`config.mk`:
```
export PLATFORM = sky130hd
export DESIGN_NAME = mem_stage
export DESIGN_NICKNAME = d
export VERILOG_FILES = /design/src/rtl/mem_stage.sv
export SDC_FILE = /design/constraint.sdc
export NUM_CORES = 1
export LEC_CHECK = 0
export CAP_MARGIN = 15
export CORE_ASPECT_RATIO = 1.1
export CORE_MARGIN = 1.5
export CORE_UTILIZATION = 46
export CTS_CLUSTER_DIAMETER = 200
export CTS_CLUSTER_SIZE = 16
export DETAILED_ROUTE_END_ITERATION = 10
export MAX_ROUTING_LAYER = met4
export PLACE_DENSITY = 0.86
export SETUP_SLACK_MARGIN = 0.05
export SLEW_MARGIN = 0
export SYNTH_ARGS = -nofsm -noshare
export SYNTH_HDL_FRONTEND = slang
export SYNTH_SLANG_ARGS = --single-unit
```
`constraint.sdc`:
```
create_clock -name clk -period 2.9 [get_ports clk]
set_clock_uncertainty 0.1 [all_clocks]
set_input_delay 0.435 -clock clk [delete_from_list [all_inputs] [get_ports clk]]
set_output_delay 0.435 -clock clk [all_outputs]
set_load 0.01 [all_outputs]
```
`src/rtl/mem_stage.sv`:
```
// MEM stage: EX/MEM register, data SRAM req/resp handshake, load align/extend, store strobes.
// Latency: 1 cycle for non-memory ops, 3+ for SRAM ops. Holds its DONE result while mem_wb_reg_allow_in is low.
module mem_stage #(
    parameter int EX_W  = 107,
    parameter int MEM_W = 70
) (
    input  logic             clk,
    input  logic             reset,
    input  logic             ex_to_mem_reg_valid,
    input  logic [EX_W-1:0]  ex_data,
    output logic             ex_mem_reg_allow_in,
    output logic             data_sram_req,
    output logic             data_sram_wr,
    output logic [1:0]       data_sram_size,
    output logic [3:0]       data_sram_wstrb,
    output logic [31:0]      data_sram_addr,
    output logic [31:0]      data_sram_wdata,
    input  logic             data_sram_addr_ok,
    input  logic             data_sram_data_ok,
    input  logic [31:0]      data_sram_rdata,
    input  logic             mem_wb_reg_allow_in,
    output logic             mem_to_wb_reg_valid,
    output logic [MEM_W-1:0] mem_data,
    output logic             mem_misalign
);

    typedef struct packed {
        logic [31:0] pc;
        logic [31:0] alu;
        logic [31:0] sd;
        logic [4:0]  rd;
        logic        reg_we;
        logic        mem_re;
        logic        mem_we;
        logic [1:0]  size;
        logic        uns;
    } ex_bundle_t;

    typedef enum logic [1:0] {
        S_IDLE = 2'd0,
        S_REQ  = 2'd1,
        S_WAIT = 2'd2,
        S_DONE = 2'd3
    } state_t;

    state_t      r_state;
    state_t      w_next;
    ex_bundle_t  w_ex;

    logic [31:0] r_pc;
    logic [31:0] r_alu;
    logic [31:0] r_sd;
    logic [4:0]  r_rd;
    logic        r_reg_we;
    logic        r_mem_re;
    logic        r_mem_we;
    logic [1:0]  r_size;
    logic        r_uns;
    logic        r_misalign;
    logic [31:0] r_wb_wdata;

    logic        w_allow_in;
    logic        w_accept;
    logic        w_in_mem;
    logic        w_in_misalign;
    logic [3:0]  w_wstrb;
    logic [31:0] w_wdata;
    logic [7:0]  w_ld_byte;
    logic [15:0] w_ld_half;
    logic [31:0] w_ld_ext;
    logic        w_req;
    logic        w_wb_vld;
    logic        w_misalign_out;

    assign w_ex = ex_bundle_t'(ex_data);

    assign w_allow_in = (r_state == S_IDLE) ||
                        ((r_state == S_DONE) && mem_wb_reg_allow_in);
    assign w_accept   = ex_to_mem_reg_valid && w_allow_in;

    // Size 3 is treated like a word for both alignment and strobes.
    assign w_in_mem      = w_ex.mem_re | w_ex.mem_we;
    assign w_in_misalign = w_in_mem &&
                           (((w_ex.size == 2'd1) && w_ex.alu[0]) ||
                            (w_ex.size[1] && (w_ex.alu[1:0] != 2'b00)));

    always_ff @(posedge clk or negedge reset) begin
        if (!reset) begin
            r_state <= S_IDLE;
        end else begin
            r_state <= w_next;
        end
    end

    always_comb begin
        w_next = r_state;
        case (r_state)
            S_IDLE: begin
                if (w_accept) begin
                    w_next = (w_in_mem && !w_in_misalign) ? S_REQ : S_DONE;
                end
            end
            S_REQ: begin
                if (data_sram_addr_ok) begin
                    w_next = S_WAIT;
                end
            end
            S_WAIT: begin
                if (data_sram_data_ok) begin
                    w_next = S_DONE;
                end
            end
            S_DONE: begin
                if (mem_wb_reg_allow_in) begin
                    if (w_accept) begin
                        w_next = (w_in_mem && !w_in_misalign) ? S_REQ : S_DONE;
                    end else begin
                        w_next = S_IDLE;
                    end
                end
            end
            default: w_next = S_IDLE;
        endcase
    end

    always_comb begin
        w_req          = (r_state == S_REQ);
        w_wb_vld       = (r_state == S_DONE);
        w_misalign_out = (r_state == S_DONE) && r_misalign;
    end

    always_comb begin
        w_wstrb = 4'b0000;
        w_wdata = 32'h0;
        if (r_mem_we) begin
            case (r_size)
                2'd0: begin
                    w_wstrb = 4'b0001 << r_alu[1:0];
                    w_wdata = {4{r_sd[7:0]}};
                end
                2'd1: begin
                    w_wstrb = 4'b0011 << r_alu[1:0];
                    w_wdata = {2{r_sd[15:0]}};
                end
                default: begin
                    w_wstrb = 4'b1111;
                    w_wdata = r_sd;
                end
            endcase
        end
    end

    always_comb begin
        w_ld_byte = data_sram_rdata[{r_alu[1:0], 3'b000} +: 8];
        w_ld_half = data_sram_rdata[{r_alu[1], 4'b0000} +: 16];
        case (r_size)
            2'd0:    w_ld_ext = r_uns ? {24'h0, w_ld_byte} : {{24{w_ld_byte[7]}}, w_ld_byte};
            2'd1:    w_ld_ext = r_uns ? {16'h0, w_ld_half} : {{16{w_ld_half[15]}}, w_ld_half};
            default: w_ld_ext = data_sram_rdata;
        endcase
    end

    // Stores and misaligned accesses never write the register file.
    always_ff @(posedge clk or negedge reset) begin
        if (!reset) begin
            r_pc       <= 32'h0;
            r_alu      <= 32'h0;
            r_sd       <= 32'h0;
            r_rd       <= 5'h0;
            r_reg_we   <= 1'b0;
            r_mem_re   <= 1'b0;
            r_mem_we   <= 1'b0;
            r_size     <= 2'd0;
            r_uns      <= 1'b0;
            r_misalign <= 1'b0;
            r_wb_wdata <= 32'h0;
        end else if (w_accept) begin
            r_pc       <= w_ex.pc;
            r_alu      <= w_ex.alu;
            r_sd       <= w_ex.sd;
            r_rd       <= w_ex.rd;
            r_reg_we   <= w_ex.reg_we & ~w_ex.mem_we & ~w_in_misalign;
            r_mem_re   <= w_ex.mem_re;
            r_mem_we   <= w_ex.mem_we;
            r_size     <= w_ex.size;
            r_uns      <= w_ex.uns;
            r_misalign <= w_in_misalign;
            r_wb_wdata <= w_in_misalign ? 32'h0 : w_ex.alu;
        end else if ((r_state == S_WAIT) && data_sram_data_ok && r_mem_re) begin
            r_wb_wdata <= w_ld_ext;
        end
    end

    assign ex_mem_reg_allow_in = w_allow_in;
    assign data_sram_req       = w_req;
    assign data_sram_wr        = r_mem_we;
    assign data_sram_size      = r_size;
    assign data_sram_wstrb     = w_wstrb;
    assign data_sram_addr      = r_alu;
    assign data_sram_wdata     = w_wdata;
    assign mem_to_wb_reg_valid = w_wb_vld;
    assign mem_data            = {r_pc, r_wb_wdata, r_rd, r_reg_we};
    assign mem_misalign        = w_misalign_out;

endmodule

```
==> results.toml, run 1 <==
[sta]
fin_tns_setup_ns = 0
fin_crit_ns = 2.71
max-slew-margin-rel = 0.592
tightest_slew_ns = 0.612
finalCritPeriodShare = 0.936
rsz0062_at_grt = "false"
timing.fmax_mhz = 369
setup_viol = 0
slew_viol_final = 0
finalHoldViolations = 0

[placed_design]
dp_hpwl_mm = 16.1
place.gp.congestion = 0.850
dpl.cell_count = 1245
portBuffers = 289

[synth]
yosysWarningCount = 0
seq_area_frac_synth = 0.519
synthFlopType = "dfrtp_1"
synthCells = 804
synth.ff_latch_count = 142
syn_avg_cell_area_um2 = 8.52
syn_area_um2 = 6850
syn_nets = 949
synth_edf_count = 0
async_flop_share = 1.00
ys_types = 46

[die]
die-area_um2 = 15600
coreArea_um2 = 14500
io_pins = 290
placementRows = 46
initial_core_util = 0.472
dieHeight_um = 131
die_x_um = 119

[worst_setup_path]
r2r-end = "r_wb_wdata[5]"
start_kind = "flip-flop"
crit_fanout = 27
criticalPathCategory = "flip-flop to output port"
cp-end-kind = "output port"
crit_arrival_ns = 2.18
r2r_start = "data_sram_size[1]"
required_ns = 2.37
reg2reg_slack_ns = 0.57
rr_worst_depth = 7

[power_and_ir_drop]
p_leak_nw = 4.82
swShare = 0.380
internal_power_w = 0.00720
p_per_area_nw_per_um2 = 1100
comb_power_share = 0.499
design_power_total_w = 0.0116
p_clk_frac = 0.188
p_switching_w = 0.00441
ir_worst_vdd_mv = 0.661
p_seq_frac = 0.313

[detailed_routing]
drt_wl_total_mm = 22.6
drcViolationCount = 0
viasPerCell = 5.33
wire_per_inst_um = 17.7
dr.pass1.iters = 7
drt-initial-drc-count = 558
vias = 6815
drtAntennaViolNets = 0

[worst_hold_path]
whs_endpoint = "r_pc[2]"
hold_start = "r_pc[2]"
whs_path_depth = 2
hold_class = "flip-flop to flip-flop"

[clock_network]
cts_root_buf = "clkbuf_16"
clk_latency_ns = 0.41
clockBufferDepth = 2
cts_max_level = 4
tritoncts.num_buffers = 17
numClockSinks = 142
clk_pin_slew_ns = 0.06
postCtsSetupRepairBufs = 0
cts_tree = "yes"

[global_routing]
grt_pass1_vias = 6751
grt.overflow.total = 0
antenna_found_initial = 0
grt_pass1_wl_mm = 34.7
grt_util_all_layers = 0.297
grt_max_degree = 92

[final_layout]
drive_gt1_frac = 0.0617
register_area_um2 = 3560
syn_to_final_growth_pct = 53.9
nNetsFinal = 1218
fill_cells = 1081
final_cells = 1278
diodes = 0
multiInputGateArea_um2 = 3020

[run_status]
status = "finished clean"

[flow_run]
maxCapViolCount = 0
cell families (layout without fill, tap and decap cells):
logic type,count (synthesis),count (layout),share of synthesized area
simple gates,426,426,0.253
compound gates,145,145,0.143
flops,142,142,0.519
buf+inv,64,346,0.0416
mux,27,27,0.0440
synthesized netlist by cell type, drive strengths merged (2+ instances only):
master    n  area [um^2]
nand3     4         20.0
inv       4         15.0
buf      22          128
a21oi    40          200
or3       3         18.8
o21ai    32          160
a221o     2         20.0
and3      2         12.5
nand2b    2         12.5
clkbuf   38          143
mux2      5         56.3
nor2b    11         68.8
a21o      9         67.6
or2       2         12.5
nor2     30          113
a22oi     7         52.6
and2     18          113
nand2   348         1310
o22ai     2         18.8
nor3b     2         20.0
a22o      9         78.8
mux4      2         45.0
mux2i    20          200
o22a      3         26.3
a21boi    8         60.1
a32oi    21          184
o21a      5         37.5
dfrtp   142         3550
area by class of cell:
| cell class | instances | share of cell area |
|---|---|---|
| multi-input combinational | 598 | 0.287 |
| inverter | 4 | 0.00142 |
| timing repair buffer | 310 | 0.296 |
| clock buffer | 20 | 0.0433 |
| clock inverter | 12 | 0.0129 |
| sequential | 142 | 0.337 |
| tap | 192 | 0.0228 |
how the worst max path moves through the flow:
| stage | startpoint | end | slack (ns) | cells after the start |
|---|---|---|---|---|
| final | data_sram_size[1] | data_sram_size[1] | 0.19 | 3 |
| after global routing | data_sram_size[0] | data_sram_wdata[9] | 0.09 | 5 |
| after detailed placement | ex_to_mem_reg_valid | r_wb_wdata[31] | 0.34 | 5 |
| after CTS | data_sram_size[0] | data_sram_wdata[9] | 0.06 | 4 |
| after floorplan | data_sram_size[1] | data_sram_wdata[10] | 0.86 | 5 |
| after global placement | ex_to_mem_reg_valid | r_wb_wdata[21] | 0.36 | 5 |
sequential cells by signal, indices dropped and copies added (netlist names):
name,cells
r_pc,32
r_uns,1
r_reg_we,1
r_mem_re,1
r_wb_wdata,32
r_misalign,1
data_sram_size,2
data_sram_wr,1
data_sram_addr,32
r_rd,5
r_sd,32
r_state,2
metal layers:
layer / global-route usage / vias up / wire, um
li1: - / 3197 / -
met1: 0.382 / 3254 / 9550
met2: 0.455 / 297 / 10900
met3: 0.0473 / 67 / 1290
met4: 0.160 / 0 / 911
met5: - / - / 0
power by group through the flow:
| stage | registers, W | logic (W) | clock network, W |
|---|---|---|---|
| global placement | 0.00362 | 0.00561 | 0 |
| floorplan | 0.00378 | 0.00271 | 0 |
| global route | 0.00375 | 0.00628 | 0.00230 |
| CTS | 0.00363 | 0.00581 | 0.00222 |
| detailed placement | 0.00364 | 0.00577 | 0 |
| finish | 0.00364 | 0.00579 | 0.00219 |
cell usage in the layout, fill, tap and decap left out, types with 11 or more instances in the layout:
| cell | count |
|---|---|
| nor2_1 | 29 |
| a21oi_1 | 40 |
| clkbuf_16 | 17 |
| nor2b_1 | 11 |
| buf_4 | 15 |
| nand2_1 | 348 |
| o21ai_0 | 30 |
| and2_1 | 18 |
| mux2i_1 | 20 |
| a32oi_1 | 21 |
| dfrtp_1 | 140 |
| clkdlybuf4s50_1 | 288 |
worst max-delay path: stages (launching register included):
cell and delay (ns):
dfrtp_2 0.50, buf_4 0.30, buf_4 0.35, clkdlybuf4s50_1 0.60
per-stage QoR:
stage / utilization / hold WS [ns] / cell area, um^2 / worst slack (ns)
2_1_floorplan: - / 0.0394 / 6850 / 0.858
3_3_place_gp: 0.685 / 0.356 / 9940 / 0.365
3_5_place_dp: 0.685 / 0.362 / 9940 / 0.344
4_1_cts: 0.727 / 0.376 / 10500 / 0.0627
5_1_grt: 0.727 / 0.391 / 10500 / 0.0866
6_report: 0.727 / 0.373 / 10500 / 0.187
what timing repair did:
item,in CTS,in global routing
hold buffers,1,0
gates resized for setup,0,1
endpoints found under the setup margin,0,3
hold endpoints to repair,60,0
Power figures use the tool's default switching activity.
==> run 2: changes to the inputs <==
--- a/config.mk
+++ b/config.mk
@@ -8,12 +8,13 @@
 export CAP_MARGIN = 15
 export CORE_ASPECT_RATIO = 1.1
 export CORE_MARGIN = 1.5
-export CORE_UTILIZATION = 46
+export CORE_UTILIZATION = 48
+export CTS_BUF_LIST = sky130_fd_sc_hd__clkbuf_4
 export CTS_CLUSTER_DIAMETER = 200
 export CTS_CLUSTER_SIZE = 16
 export DETAILED_ROUTE_END_ITERATION = 10
 export MAX_ROUTING_LAYER = met4
-export PLACE_DENSITY = 0.86
+export PLACE_DENSITY = 0.89
 export SETUP_SLACK_MARGIN = 0.05
 export SLEW_MARGIN = 0
 export SYNTH_ARGS = -nofsm -noshare
==> run 2 against run 1 <==
Power down 6.4%. Largest power group unchanged. Combinational power up 2%. Register-to-register slack better by 0.11 ns. Sequential share of layout area up 0.74 points. Highest routed layer unchanged. Via count about the same. Count of clock-buffer cells in the layout down 3. Non-clock buffer count up 6. Setup slack worse by 0.11 ns.
==> results.toml, run 2 (synthesis results as in run 1) <==
[run_status]
status = "finished clean"

[detailed_routing]
drt-initial-drc-count = 576
dr.pass1.iters = 7
drtAntennaViolNets = 0
drcViolationCount = 0
viasPerCell = 5.32
vias = 6810
drt_wl_total_mm = 22.9
wire_per_inst_um = 17.9

[sta]
finalCritPeriodShare = 0.973
fin_tns_setup_ns = 0
worst_slack_ns = 0.0788
rsz0062_at_grt = "true"
tightest_slew_ns = 0.727
setup_viol = 0
timing.fmax_mhz = 354
max-slew-margin-rel = 0.515
fin_crit_ns = 2.82
finalHoldViolations = 0
slew_viol_final = 0

[die]
dieHeight_um = 128
io_pins = 290
initial_core_util = 0.495
die_x_um = 117
die-area_um2 = 15000
placementRows = 45
coreArea_um2 = 13900

[worst_hold_path]
whs_path_depth = 3
whs_endpoint = "r_pc[1]"
hold_class = "input pin to flip-flop"
hold_start = "ex_data[76]"

[worst_setup_path]
slowest_stage = "clkdlybuf4s50_1"
crit_arrival_ns = 2.29
cp-end-kind = "output port"
required_ns = 2.37
reg2reg_slack_ns = 0.68
crit_fanout = 9
start_kind = "flip-flop"
r2r_start = "data_sram_size[1]"
r2r-end = "r_wb_wdata[25]"
cp_slowest_stage_delay_ns = 0.59
rr_worst_depth = 6
criticalPathCategory = "flip-flop to output port"
crit_path_cell_trace = "nor2_2, nand2_1, a21boi_0, clkdlybuf4s50_1"

[final_layout]
drive_gt1_frac = 0.0723
layout_commonest_cell = "nand2_1"
finish.utilization = 0.745
syn_to_final_growth_pct = 50.7
most-common-layout-cells = "nand2_1 (348), clkdlybuf4s50_1 (287), dfrtp_1 (139)"
final_cells = 1281
nNetsFinal = 1224

[global_routing]
antenna_found_initial = 1
grt_pass1_vias = 6579
grt_pass1_wl_mm = 35.1
met1_usage = 0.410
grt_util_all_layers = 0.318
grt_busiest_layer = "met2"
use_met3 = 0.0586
grt_max_degree = 80
grt.overflow.total = 0
grt_util_met2 = 0.497

[placed_design]
dp_slack_ns = 0.318
portBuffers = 289
dp_hpwl_mm = 16.4
place.gp.congestion = 0.877
dpl.cell_count = 1243

[power_and_ir_drop]
p_leak_nw = 4.74
ir_worst_vdd_mv = 0.584
p_per_area_nw_per_um2 = 1050

[clock_network]
tritoncts.num_buffers = 17
cts_max_level = 4
clk_pin_slew_ns = 0.14
cts_root_buf = "clkbuf_4"
cts_tree = "yes"
clockBufferDepth = 2
clk_latency_ns = 0.55
numClockSinks = 142

[flow_run]
maxCapViolCount = 0
-- run 2: power by group --
group	switching [W]	total, W	internal [W]
registers	0.000703	0.00363	0.00293
clock network	0.000816	0.00136	0.000539
logic	0.00289	0.00589	0.00299
-- run 2: repair_timing --
action / CTS / global route
setup endpoints to repair: 11 / 17
hold buffers: 1 / 0
buffers inserted: 0 / 4
endpoints found under the hold margin: 71 / 0
gates resized for setup: 7 / 6
-- run 2: area by class of cell --
type                            count  area [um^2]
Antenna cell                        1         2.50
Clock buffer                       17          128
Clock inverter                     15          174
Fill cell                        1024         3530
Inverter                            4         18.8
Multi-Input combinational cell    598         3030
Sequential cell                   142         3560
Tap cell                          188          235
Timing Repair Buffer              316         3170
-- run 2: worst max-delay path by stage --
| stage | from | slack, ns | end |
|---|---|---|---|
| final | data_sram_size[1] | 0.08 | data_sram_wdata[12] |
| after detailed placement | ex_to_mem_reg_valid | 0.32 | r_wb_wdata[17] |
| after CTS | data_sram_size[1] | 0.04 | data_sram_wdata[9] |
| after global placement | ex_to_mem_reg_valid | 0.36 | r_wb_wdata[0] |
| after floorplan | data_sram_size[1] | 0.86 | data_sram_wdata[10] |
| after global routing | data_sram_size[1] | -0.04 | data_sram_wdata[10] |
-- run 2: worst max-delay path, delay by kind of cell, from the launching register on --
family	cells	cell delay, ns
simple gates	2	0.45
flops	1	0.46
buf+inv	1	0.59
compound gates	1	0.24
-- run 2: stage by stage --
stage          hold WS, ns  cell area, um^2  power [W]
6_report             0.291            10300     0.0109
4_1_cts              0.249            10300     0.0108
2_1_floorplan       0.0394             6850    0.00649
3_3_place_gp         0.356             9940    0.00921
5_1_grt              0.259            10300     0.0116
3_5_place_dp         0.362             9940    0.00940
-- run 2: metal layers --
metal  part of all wire  vias up  wire [um]
met1               0.41     3244       9390
met2               0.49      305      11200
li1                   -     3204          -
met3              0.064       57       1470
met5                  0        -          0
met4              0.036        0        826
